### src/rtl/return_stack_pkg.sv
// Shared CPU control-path constants and types for the return-address stack.
package return_stack_pkg;

  localparam int RS_ADDR_W = 8;
  localparam int RS_DEPTH  = 8;
  localparam int RS_SP_W   = $clog2(RS_DEPTH);

  // Operation for one enabled edge, encoded as {push, pop}.
  typedef enum logic [1:0] {
    OP_NONE = 2'b00,
    OP_POP  = 2'b01,
    OP_PUSH = 2'b10,
    OP_REPL = 2'b11
  } rs_op_e;

endpackage

### src/rtl/return_stack_mem.sv
// DEPTH x ADDR_W register array: one synchronous write port, one asynchronous read port.
module return_stack_mem #(
  parameter int ADDR_W = 8,
  parameter int DEPTH  = 8,
  parameter int SP_W   = 3
) (
  input  logic              clk,
  input  logic              rst_n,
  input  logic              we,
  input  logic [SP_W-1:0]   waddr,
  input  logic [ADDR_W-1:0] wdata,
  input  logic [SP_W-1:0]   raddr,
  output logic [ADDR_W-1:0] rdata
);

  logic [ADDR_W-1:0] mem_q [DEPTH];

  always_ff @(posedge clk or negedge rst_n) begin
    if (!rst_n) begin
      for (int i = 0; i < DEPTH; i++) begin
        mem_q[i] <= '0;
      end
    end else if (we) begin
      mem_q[waddr] <= wdata;
    end
  end

  assign rdata = mem_q[raddr];

endmodule

### src/rtl/return_stack.sv
// Return-address stack for the fetch-stage PC mux: CALL pushes, RET pops, sticky error flags.
module return_stack
  import return_stack_pkg::*;
#(
  parameter int ADDR_W = RS_ADDR_W,
  parameter int DEPTH  = RS_DEPTH,
  localparam int SP_W  = $clog2(DEPTH)
) (
  input  logic              clk,
  input  logic              rst_n,
  input  logic              en,
  input  logic              push,
  input  logic              pop,
  input  logic [ADDR_W-1:0] push_addr,
  input  logic              clr_err,
  output logic [ADDR_W-1:0] top_addr,
  output logic [SP_W-1:0]   sp,
  output logic [SP_W:0]     count,
  output logic              empty,
  output logic              full,
  output logic              overflow,
  output logic              underflow
);

  localparam logic [SP_W:0] ONE     = (SP_W + 1)'(1);
  localparam logic [SP_W:0] DEPTH_C = (SP_W + 1)'(DEPTH);

  logic [SP_W:0]     count_q, count_d;
  logic              ovf_q, ovf_d;
  logic              unf_q, unf_d;
  logic [SP_W:0]     cnt_m1;
  logic [SP_W-1:0]   sp_w;
  logic              empty_w, full_w;
  logic              we;
  logic [SP_W-1:0]   waddr;
  logic [ADDR_W-1:0] rdata;
  rs_op_e            op;

  assign empty_w = (count_q == '0);
  assign full_w  = (count_q == DEPTH_C);
  assign cnt_m1  = count_q - ONE;
  assign sp_w    = empty_w ? '0 : cnt_m1[SP_W-1:0];
  assign op      = rs_op_e'({en & push, en & pop});

  // Pop is applied before push, so push+pop on a non-empty stack overwrites the top.
  always_comb begin
    count_d = count_q;
    ovf_d   = ovf_q & ~clr_err;
    unf_d   = unf_q & ~clr_err;
    we      = 1'b0;
    waddr   = sp_w;
    case (op)
      OP_POP: begin
        if (empty_w) unf_d = 1'b1;
        else         count_d = cnt_m1;
      end
      OP_PUSH: begin
        if (full_w) begin
          ovf_d = 1'b1;
        end else begin
          we      = 1'b1;
          waddr   = count_q[SP_W-1:0];
          count_d = count_q + ONE;
        end
      end
      OP_REPL: begin
        we = 1'b1;
        if (empty_w) begin
          unf_d   = 1'b1;
          waddr   = '0;
          count_d = ONE;
        end
      end
      default: ;
    endcase
  end

  always_ff @(posedge clk or negedge rst_n) begin
    if (!rst_n) begin
      count_q <= '0;
      ovf_q   <= 1'b0;
      unf_q   <= 1'b0;
    end else begin
      count_q <= count_d;
      ovf_q   <= ovf_d;
      unf_q   <= unf_d;
    end
  end

  return_stack_mem #(
    .ADDR_W (ADDR_W),
    .DEPTH  (DEPTH),
    .SP_W   (SP_W)
  ) u_mem (
    .clk   (clk),
    .rst_n (rst_n),
    .we    (we),
    .waddr (waddr),
    .wdata (push_addr),
    .raddr (sp_w),
    .rdata (rdata)
  );

  // Stale entries stay in the array after a pop, so mask the read when empty.
  assign top_addr  = empty_w ? '0 : rdata;
  assign sp        = sp_w;
  assign count     = count_q;
  assign empty     = empty_w;
  assign full      = full_w;
  assign overflow  = ovf_q;
  assign underflow = unf_q;

endmodule

### config.mk
export PLATFORM = sky130hd
export DESIGN_NAME = return_stack
export DESIGN_NICKNAME = d
export VERILOG_FILES = /design/src/rtl/return_stack_pkg.sv /design/src/rtl/return_stack_mem.sv /design/src/rtl/return_stack.sv
export SDC_FILE = /design/constraint.sdc
export NUM_CORES = 1
export LEC_CHECK = 0
export CAP_MARGIN = 10
export CORE_ASPECT_RATIO = 1.1
export CORE_UTILIZATION = 25
export DETAILED_ROUTE_END_ITERATION = 7
export HOLD_SLACK_MARGIN = 0.02
export PLACE_DENSITY = 0.46
export SYNTH_ARGS = -nofsm -noshare
export SYNTH_HDL_FRONTEND = slang
export SYNTH_SLANG_ARGS = --single-unit
### constraint.sdc
create_clock -name clk -period 3.8 [get_ports clk]
set_input_delay 0.76 -clock clk [delete_from_list [all_inputs] [get_ports clk]]
set_output_delay 0.76 -clock clk [all_outputs]
set_load 0.01 [all_outputs]
==> results by group <==
Power and ir drop
  – Pwr per Cell Area: 977.1 nW/um^2
  – Sw Ratio: 39.77%
  – Flop pwr share: 27.5%
  – Power Internal: 2.746 mW
  – Peak supply drop: 0.4367 mV
  – Total power: 4.559 mW
  – Power share of the combinational group: 54.3%
  – Sw power: 1.813 mW
  – Clock share of power: 18.2%
  – Leakage power: 1.965 nW

Cells and area
  – Nets: 399
  – Final core occ: 31.11%
  – Post-route insts no fill: 583
  – Most frequent cells in the layout: dfrtp_1, mux2_2, nand2_1
  – Share of cells above drive strength 1: 28.42%
  – Most common cell after layout, fill and taps aside: dfrtp_1
  – Syn-to-layout area delta: 22.18%
  – Final Cell Area: 4666 um^2
  – ANT cells: 0

Placed design
  – DP Cell Count: 568
  – Detail Placement HPWL: 6748 um
  – Final RePlAce weighted congestion: 0.8189
  – Placed cell area: 4334 um^2
  – Port bufs: 32
  – Setup WS pre-CTS: 0.2946 ns

Global routing
  – GRT overflow: 0
  – Pin count of the biggest net entering global routing: 56
  – Initial antenna violation count: 0
  – Vias in the first global route: 2,852
  – GRT Total Usage: 14.20%
  – First-pass GRT wire length: 16,800 um

Floorplan
  – Core area: 15,000 um^2
  – Full die area: 15,770 um^2
  – Row Count: 47
  – I/O pin cnt: 33
  – Initial core utilization: 25.47%
  – Die H: 131.6 um
  – Die W: 119.8 um

Setup path
  – Setup crit end kind: primary output
  – Startpoint Class: flip-flop
  – CP Class: flip-flop to primary output
  – CP required: 3.04 ns
  – Worst-path maximum fanout: 17
  – Critical Path AT: 2.90 ns

Timing
  – Worst-margin pin slew: 0.7905 ns
  – Worst rel slew slack: 47.30%
  – Hold Vio Cnt, Final: 0
  – Fin worst setup slack: 0.1373 ns
  – Minimum clock period: 3.663 ns
  – Setup TNS Final: 0 ns
  – Final Max Slew Viols: 0
  – Final Cycle Share: 96.39%
  – RSZ-0062 raised after global routing: no
  – Clock Skews: 0.006482 ns
  – Fmax: 273.0 MHz
  – Min Hold Slack: 0.4908 ns
  – # setup viols final: 0

Yosys
  – Largest cells by area after synthesis: dfrtp_1, mux2_2, mux2i_1
  – Avg Inst Size Synth: 10.82 um^2
  – Seq cells post-synth: 70
  – Yosys top cell area share: 45.87%
  – Post-Syn Area: 3819 um^2
  – Unique cell type count in the Yosys netlist: 46
  – Synth Instances: 353
  – Synth Flop Type: dfrtp_1
  – Register area share after synthesis: 45.87%
  – Syn_nets: 369
  – Synthesis Warnings: 0
  – EDFF count, synth: 0
  – Synth area leader: dfrtp_1
  – Post-synthesis async set-or-reset flop share: 100.0%

Detailed routing
  – Final WL: 10,590 um
  – Post-route antenna net violation count: 0
  – Detailed Route Iter0 Violations: 171
  – Drt drc: 0
  – Avg WL per Cell: 18.16 um
  – Number of detailed-route iterations in the first pass: 4
  – DR vias/cell: 4.957
  – Via count: 2,890

Clock tree
  – Max Root-Sink Buffers: 2
  – H-tree depth: 3
  – Num CTS Buffers: 9
  – CTS tree: done
  – Clk_lat worst skew: 0.33 ns
  – # clock sinks: 70
  – Clock root buffer: clkbuf_16
  – Clock-pin slew on the worst setup and hold paths: 0.06 ns

Hold path
  – Hold WC Path Type: flip-flop to flip-flop

Run
  – Max Cap Viol: 0

Status
  – Outcome: finished, final reports clean
[critical path: stages (launching register included)]
cell and delay [ns]:
dfrtp_1 0.44, inv_1 0.10, ha_1 0.17, or3b_4 0.42, inv_6 0.16, nor3_1 0.06
o22ai_1 0.25, a21oi_1 0.11, nor3_2 0.25, clkdlybuf4s50_1 0.60
[logic make-up (layout without fill, tap and decap cells)]
group / Yosys count / after routing / synth area share [%]
AOI/OAI and AO/OA: 82 / 82 / 14.06
adders and majority gates: 2 / 2 / 0.6552
buffers and inverters: 32 / 66 / 4.391
DFF: 70 / 70 / 45.87
muxes: 80 / 80 / 23.07
and+or+nand+nor: 87 / 87 / 11.96
[cells in the mapped netlist (2+ instances only)]
cell / count
dfrtp_1: 70
mux2_2: 60
nand2_1: 32
a21oi_1: 24
o21ai_0: 22
nor3_1: 17
mux2i_1: 16
nor2_1: 13
buf_2: 11
inv_1: 8
o211ai_1: 8
clkbuf_1: 7
o22ai_1: 7
nor2_4: 5
buf_6: 4
mux2_1: 4
nand3_1: 4
nand2b_1: 3
a211oi_1: 2
a31oi_1: 2
and3_1: 2
ha_1: 2
nand2_2: 2
nand2_4: 2
nor2b_1: 2
o21ai_1: 2
o22ai_2: 2
o2bb2ai_1: 2
[metal layers]
| layer | part of all wire, % | routed length [um] | up-vias | GRT usage [%] |
|---|---|---|---|---|
| met2 | 47 | 5008 | 70 | 22.00 |
| met5 | 0 | 0 | - | 0 |
| met4 | 1.7 | 178 | 0 | 4.375 |
| li1 | - | - | 1339 | - |
| met3 | 3.5 | 370 | 16 | 3.559 |
| met1 | 48 | 5034 | 1465 | 19.31 |
[final cells by class]
type                            count  area (um^2)
Fill cell                        1566        10330
Multi-Input combinational cell    251         1934
Sequential cell                    70         1753
Timing Repair Buffer               42        402.9
Clock buffer                       12        246.5
Tap cell                          196        245.2
Clock inverter                      3        45.04
Inverter                            9        38.79
[sequential cells by signal (all words and copies together) (netlist names)]
register and count:
u_mem.mem_q 64, count 4, overflow 1, underflow 1
[power groups by stage]
stage	clock, mW	sequential (mW)	combinational (mW)
2_1_floorplan	0	1.23	1.59
3_3_place_gp	0	1.25	2.40
3_5_place_dp	0	1.27	2.41
4_1_cts	0.858	1.25	2.43
5_1_grt	0.884	1.30	2.68
6_report	0.830	1.25	2.48
[final timing paths]
check                                       startpoint                     endpoint  slack (ns)  cells after the start
hold reg to reg            u_mem.mem_q[21]$_DFFE_PN0P_  u_mem.mem_q[21]$_DFFE_PN0P_        0.49                      1
setup / recovery                  count[1]$_DFFE_PN0P_                  top_addr[4]        0.14                      9
hold / removal             u_mem.mem_q[21]$_DFFE_PN0P_  u_mem.mem_q[21]$_DFFE_PN0P_        0.49                      1
setup reg to reg                  count[1]$_DFFE_PN0P_   u_mem.mem_q[8]$_DFFE_PN0P_        1.10                      8
max in group asynchronous                        rst_n  u_mem.mem_q[59]$_DFFE_PN0P_        2.60                      2
min in group asynchronous                        rst_n         count[1]$_DFFE_PN0P_        0.51                      1
[what timing repair did]
| action | CTS | global route |
|---|---|---|
| resized for setup | 3 | 7 |
| setup endpoints to repair | 8 | 8 |
| setup buffers | 0 | 0 |
| hold buffers | 0 | 0 |
| cloned | 0 | 0 |
| pin swaps | 0 | 1 |
Note: power is estimated with default switching activity, not from simulation.
